File: config.mk
export PLATFORM = sky130hd
export DESIGN_NAME = sample_frame_scheduler
export DESIGN_NICKNAME = d
export VERILOG_FILES = /design/src/rtl/sample_frame_scheduler.sv
export SDC_FILE = /design/constraint.sdc
export NUM_CORES = 1
export LEC_CHECK = 0
export ABC_AREA = 1
export ABC_CLOCK_PERIOD_IN_PS = 3300
export CAP_MARGIN = 20
export CORE_MARGIN = 2
export CORE_UTILIZATION = 24
export CTS_CLUSTER_DIAMETER = 80
export DETAILED_ROUTE_END_ITERATION = 10
export GPL_ROUTABILITY_DRIVEN = 0
export MAX_ROUTING_LAYER = met4
export SLEW_MARGIN = 0
export SYNTH_ARGS = -nofsm -noshare
export SYNTH_HDL_FRONTEND = slang
export SYNTH_SLANG_ARGS = --single-unit
export TNS_END_PERCENT = 1
File: constraint.sdc
create_clock -name iClock -period 3.3 [get_ports iClock]
set_input_delay 0.66 -clock iClock [delete_from_list [all_inputs] [get_ports iClock]]
set_output_delay 0.66 -clock iClock [all_outputs]
set_load 0.01 [all_outputs]
File: src/rtl/sample_frame_scheduler.sv
// sample_frame_scheduler: parses host sample frames into the sample table, runs the
// processor start/done handshake and returns saturated error sums (or a NAK) over UART.
module sample_frame_scheduler #(
    parameter int NUM_SAMPLES = 32,
    parameter int ADDR_W      = $clog2(NUM_SAMPLES),
    parameter int RX_TIMEOUT  = 100000
) (
    input  logic              iClock,
    input  logic              iResetN,
    input  logic              iRxValid,
    input  logic [7:0]        iRxData,
    output logic              oTxValid,
    output logic [7:0]        oTxData,
    input  logic              iTxReady,
    output logic              oTableWrite,
    output logic [ADDR_W-1:0] oTableAddr,
    output logic [7:0]        oTableInput,
    output logic [7:0]        oTableExpected,
    output logic [7:0]        oTableValid,
    output logic [7:0]        oSequencesToProcess,
    output logic              oStartProcessing,
    input  logic              iReadyToProcess,
    input  logic              iDoneProcessing,
    input  logic [7:0][31:0]  iErrorSums,
    output logic              oDoneProcessingFeedback,
    output logic              oBusy,
    output logic              oFrameError
);
    typedef enum logic [2:0] {HUNT, COUNT, PAYLOAD, CHECK, START, WAIT_DONE, TX_RESULT, TX_NAK} state_t;
    localparam int TW = $clog2(RX_TIMEOUT + 1);
    localparam logic [TW-1:0] T_LAST = TW'(RX_TIMEOUT - 1);
    localparam logic [7:0] N_MAX = 8'(NUM_SAMPLES);

    state_t            state_q, state_d;
    logic              err_q, err_d, wr_q, wr_d, fb_q, fb_d;
    logic [ADDR_W:0]   n_q, n_d, idx_q, idx_d;
    logic [1:0]        ph_q, ph_d;
    logic [7:0]        cs_q, cs_d, in_q, in_d, exp_q, exp_d, val_q, val_d, seq_q, seq_d;
    logic [ADDR_W-1:0] addr_q, addr_d;
    logic [7:0][7:0]   sat_q, sat_d;
    logic [3:0]        tx_q, tx_d;
    logic [TW-1:0]     tmo_q, tmo_d;
    logic [7:0]        res_cs;

    always_ff @(posedge iClock or negedge iResetN) begin
        if (!iResetN) begin
            state_q <= HUNT;
            err_q   <= 1'b0;
            wr_q    <= 1'b0;
            fb_q    <= 1'b0;
            n_q     <= '0;
            idx_q   <= '0;
            ph_q    <= '0;
            cs_q    <= '0;
            in_q    <= '0;
            exp_q   <= '0;
            val_q   <= '0;
            seq_q   <= '0;
            addr_q  <= '0;
            sat_q   <= '0;
            tx_q    <= '0;
            tmo_q   <= '0;
        end else begin
            state_q <= state_d;
            err_q   <= err_d;
            wr_q    <= wr_d;
            fb_q    <= fb_d;
            n_q     <= n_d;
            idx_q   <= idx_d;
            ph_q    <= ph_d;
            cs_q    <= cs_d;
            in_q    <= in_d;
            exp_q   <= exp_d;
            val_q   <= val_d;
            seq_q   <= seq_d;
            addr_q  <= addr_d;
            sat_q   <= sat_d;
            tx_q    <= tx_d;
            tmo_q   <= tmo_d;
        end
    end

    always_comb begin
        state_d = state_q;
        err_d   = err_q;
        wr_d    = 1'b0;
        fb_d    = 1'b0;
        n_d     = n_q;
        idx_d   = idx_q;
        ph_d    = ph_q;
        cs_d    = cs_q;
        in_d    = in_q;
        exp_d   = exp_q;
        val_d   = val_q;
        seq_d   = seq_q;
        addr_d  = addr_q;
        sat_d   = sat_q;
        tx_d    = tx_q;
        tmo_d   = tmo_q;
        case (state_q)
            HUNT: if (iRxValid && iRxData == 8'hA5) begin
                state_d = COUNT;
                err_d   = 1'b0;
                cs_d    = 8'h00;
            end
            COUNT: if (iRxValid) begin
                if (iRxData == 8'h00 || iRxData > N_MAX) begin
                    err_d   = 1'b1;
                    state_d = HUNT;
                end else begin
                    n_d     = iRxData[ADDR_W:0];
                    idx_d   = '0;
                    ph_d    = 2'd0;
                    cs_d    = cs_q ^ iRxData;
                    state_d = PAYLOAD;
                end
            end
            PAYLOAD: if (iRxValid) begin
                cs_d = cs_q ^ iRxData;
                if (idx_q == n_q) begin
                    state_d = CHECK;
                end else begin
                    ph_d = (ph_q == 2'd2) ? 2'd0 : ph_q + 2'd1;
                    if (ph_q == 2'd0) in_d = iRxData;
                    if (ph_q == 2'd1) exp_d = iRxData;
                    if (ph_q == 2'd2) begin
                        val_d  = iRxData;
                        wr_d   = 1'b1;
                        addr_d = idx_q[ADDR_W-1:0];
                        idx_d  = idx_q + (ADDR_W+1)'(1);
                    end
                end
            end
            // Accumulator includes the received checksum, so a good frame folds to zero.
            CHECK: if (cs_q == 8'h00) begin
                seq_d   = 8'(n_q);
                state_d = START;
            end else begin
                err_d   = 1'b1;
                state_d = TX_NAK;
            end
            START: if (iReadyToProcess) state_d = WAIT_DONE;
            WAIT_DONE: if (iDoneProcessing) begin
                fb_d = 1'b1;
                for (int i = 0; i < 8; i++)
                    sat_d[i] = (|iErrorSums[i][31:8]) ? 8'hFF : iErrorSums[i][7:0];
                tx_d    = 4'd0;
                state_d = TX_RESULT;
            end
            TX_RESULT: if (iTxReady) begin
                tx_d    = (tx_q == 4'd9) ? 4'd0 : tx_q + 4'd1;
                state_d = (tx_q == 4'd9) ? HUNT : TX_RESULT;
            end
            TX_NAK: if (iTxReady) state_d = HUNT;
            default: state_d = HUNT;
        endcase
        if (state_q == COUNT || state_q == PAYLOAD || state_d == COUNT) begin
            tmo_d = (iRxValid || state_q == HUNT) ? '0 : tmo_q + TW'(1);
            if (!iRxValid && state_q != HUNT && tmo_q == T_LAST) begin
                err_d   = 1'b1;
                state_d = HUNT;
            end
        end
    end

    always_comb begin
        res_cs = 8'h5A;
        for (int i = 0; i < 8; i++) res_cs = res_cs ^ sat_q[i];
    end

    always_comb begin
        oTxValid                = (state_q == TX_RESULT) || (state_q == TX_NAK);
        oTxData                 = (state_q == TX_NAK) ? 8'hEE :
                                  (state_q != TX_RESULT) ? 8'h00 :
                                  (tx_q == 4'd0) ? 8'h5A :
                                  (tx_q == 4'd9) ? res_cs : sat_q[3'(tx_q - 4'd1)];
        oTableWrite             = wr_q;
        oTableAddr              = addr_q;
        oTableInput             = in_q;
        oTableExpected          = exp_q;
        oTableValid             = val_q;
        oSequencesToProcess     = seq_q;
        oStartProcessing        = (state_q == START) && iReadyToProcess;
        oDoneProcessingFeedback = fb_q;
        oBusy                   = state_q != HUNT;
        oFrameError             = err_q;
    end
endmodule
==> summary.md <==
| Metric | Value |
|---|---|
| Detailed Place HPWL | 24.0 mm |
| Required time at the worst-slack endpoint | 2640 ps |
| Syn_area_per_cell | 7.00 µm² |
| Slew at the pin closest to its max-slew limit | 715 ps |
| Number of standard cells after synthesis | 1,285 |
| Synthesis Warnings | 0 |
| Layout Skew | 11.2 ps |
| Path type of the worst min-delay path | input port to async pin |
| Die span in x | 198 µm |
| Standby leakage power | 6.09 nW |
| Cell Area, Synth | 8990 µm² |
| Power per cell area | 721 nW/µm² |
| Number of distinct library cells after synthesis | 39 |
| Power after layout | 9.65 mW |
| Type of element capturing the critical path | output pin |
| Peak ir drop on the vdd network | 0.354 mV |
| Number of global-route vias before repair | 9,552 |
| Initial DRT Pass Iterations | 5 |
| Placed standard-cell area | 12,700 µm² |
| Max-cap violation count | 0 |
| IO Count | 321 |
| Buffers on Ports | 318 |
| Number of antenna violations at the first check in global routing | 3 |
| Number of setup violations in the final report | 0 |
| RSZ-0062 raised after global routing | false |
| Depth of the CTS H-tree | 4 |
| Routed WL | 30.2 mm |
| Type of origin of the critical path | register |
| WS Path Type | register to output pin |
| Wire length per cell | 14.5 µm |
| Initial cell density of the core | 24.4% |
| Filler cell count | 3,892 |
| Endpoint arrival time on the critical path | 2360 ps |
| Site row count | 70 |
| Area of the multi-input gates | 4520 µm² |
| Clock latency on the worst-skew pair | 430 ps |
| Max-slew headroom at the worst pin | 52.2% |
| Synthesized flop and latch total | 148 |
| Number of design-rule violations left by the first detailed-router iteration | 672 |
| Pins over their slew limit | 0 |
| Routed vias/inst | 4.54 |
| Cell with the most instances on the worst path | nand2_1 |
| Synthesis-to-layout area growth | 48.8% |
| Cts bufs inserted | 17 |
| Total vias in the final route | 9,465 |
| Portion of the post-synthesis area used by sequential elements | 41.2% |
| Post-route DRC violation count | 0 |
| Status | complete, no violations |
| Cell at the slowest stage of the critical path | dfrtp_1 |
| Global route total overflow | 0 |
| Final critical delay including setup and external delays | 3020 ps |
| Final non-filler cell area | 13,400 µm² |
| Post-layout net count | 1,878 |
| Area occupied by registers | 3700 µm² |
| Slowest stage delay, CP | 370 ps |
| Clock input transition at the sequential cells of the worst setup and hold paths | 60 ps |
| Area of the die | 39,000 µm² |
| Number of sinks handled by clock tree synthesis | 148 |
| Clock tree from TritonCTS | done |
| Area of the core | 36,800 µm² |
| First-pass GRT wire length | 48.2 mm |
| Post-route clock period utilization | 91.5% |
| Final Hold Violating Endpoints | 0 |
| Utilization of the core after routing | 36.4% |
| Clock Tree Buf Depth | 2 |
| Number of nets still failing antenna checks after routing | 0 |
| Maximum clock frequency | 331 MHz |
| Final total negative setup slack | 0 ps |
| CTS Root Cell | clkbuf_16 |
| Post-CTS Hold Buffers | 0 |
| Maximum fanout encountered on the critical timing path | 9 |
| Fraction of layout instances using a drive strength above 1 | 5.33% |
| Overall global routing resource usage | 16.1% |
| Vert. Die Dim | 198 µm |
| Crit path cell chain | inv_1 > ha_1 > inv_4 > buf_4 > a21oi_1 > o21ai_0 > nand3_1 > nand3_1 > nand2_1 > inv_1 > nand2_1 > nand2_1 > dlygate4sd2_1 |
| Pin count of the biggest net entering global routing | 67 |
routing by layer:
metal / global-route usage (%) / routed length [µm] / vias to the layer above
met3: 1.96 / 1380 / 38
met5: - / 0 / -
met1: 20.0 / 13700 / 4350
met2: 26.9 / 14500 / 262
met4: 5.54 / 698 / 0
li1: - / - / 4815
cells in the mapped netlist:
master / number / area, µm²
xor2_1: 17 / 149
o22ai_1: 1 / 6.26
a21oi_4: 1 / 16.3
nand4_2: 1 / 12.5
o211ai_1: 5 / 37.5
xnor2_2: 1 / 16.3
inv_1: 142 / 533
buf_2: 20 / 100
clkinv_1: 2 / 7.51
nor4_1: 17 / 106
nor3_1: 13 / 65.1
ha_1: 6 / 75.1
o21bai_1: 1 / 7.51
nand3b_1: 9 / 67.6
nand3_1: 92 / 460
o21ai_1: 2 / 10.0
nand3_2: 3 / 30.0
nor2_1: 146 / 548
buf_6: 1 / 11.3
xnor2_1: 9 / 78.8
clkbuf_1: 11 / 41.3
nand2_2: 3 / 18.8
dfrtp_1: 148 / 3700
o21ai_0: 199 / 996
conb_1: 1 / 3.75
a21oi_2: 1 / 8.76
o31ai_2: 1 / 12.5
nand4_1: 33 / 206
nor2_2: 4 / 25.0
o21ai_2: 1 / 8.76
nand2_4: 5 / 56.3
nor3_4: 1 / 16.3
nand2_1: 342 / 1280
inv_2: 9 / 33.8
buf_8: 1 / 15.0
inv_4: 1 / 6.26
nand3_4: 2 / 35.0
buf_4: 6 / 45.0
a21oi_1: 27 / 135
cells in the final DEF (no fill, tap or decap), types with 17 or more instances in the layout:
cell               n
o21ai_0          199
clkdlybuf4s50_1  309
clkbuf_16         17
nor2_1           145
dfrtp_1          148
nand2_1          342
nand3_1           92
a21oi_1           26
inv_1            142
nor4_1            17
xor2_1            17
nand4_1           33
logic make-up (layout without fill, tap and decap cells):
kind of cell / count (synthesis) / count (layout) / synth area share [%]
compound gates: 239 / 239 / 13.8
xor+xnor: 27 / 27 / 2.71
fa+ha+maj: 6 / 6 / 0.835
buf+inv: 193 / 521 / 8.82
flops: 148 / 148 / 41.2
other cells: 1 / 4 / 0.0417
simple gates: 671 / 671 / 32.6
metrics by stage:
| stage | hold slack [ps] | worst slack [ps] | cells |
|---|---|---|---|
| floorplan | 364 | 434 | 1286 |
| global placement | 472 | 72.6 | 2050 |
| detailed placement | 481 | 67.2 | 2050 |
| CTS | 259 | 8.01 | 2082 |
| global route | 293 | 60.9 | 2084 |
| finish | 241 | 279 | 2084 |
area by class of cell:
class                           count  area share (%)
Clock buffer                       20            3.41
Timing Repair Buffer              336            25.2
Antenna cell                        2          0.0374
Tap cell                          468            4.38
Inverter                          154            4.36
Multi-Input combinational cell    945            33.8
Sequential cell                   148            27.7
Clock inverter                     11            1.13
final timing paths:
check | from | to | slack (ps) | cells past startpoint
worst max-delay path | tx_q[1] | oTxData[7] | 280 | 13
worst min-delay path | iResetN | oTableValid[3] | 240 | 1
worst max register to register | state_q[2] | sat_q[16] | 1350 | 7
worst min register to register | oSequencesToProcess[4] | oSequencesToProcess[4] | 490 | 2
max in group asynchronous | iResetN | sat_q[34] | 2280 | 2
min in group iClock | oSequencesToProcess[4] | oSequencesToProcess[4] | 490 | 2
critical path, delay by kind of cell, from the launching register on:
family / cells / cell delay [ps]
and+or+nand+nor: 5 / 320
AOI/OAI and AO/OA: 2 / 190
DFF: 1 / 370
adders and majority gates: 1 / 360
buffers and inverters: 5 / 680
sequential cells by signal (all words and copies together), names as in the netlist:
name / count
idx_q: 6
tx_q: 4
cs_q: 8
n_q: 6
oFrameError: 1
oDoneProcessingFeedback: 1
sat_q: 64
oTableWrite: 1
oTableValid: 8
tmo_q: 17
oSequencesToProcess: 6
oTableInput: 8
oTableExpected: 8
ph_q: 2
state_q: 3
oTableAddr: 5
where the power goes:
part,leakage [nW],internal (mW),switching (mW)
combinational,3.93,1.94,2.73
clock,0.285,1.23,0.790
sequential,1.87,2.45,0.506
repair_timing:
action	in CTS	in global routing
gates resized for setup	13	4
buffers inserted	1	0
endpoints found under the hold margin	0	0
pin swaps	1	0
endpoints found under the setup margin	8	5
Power figures use the tool's default switching activity.
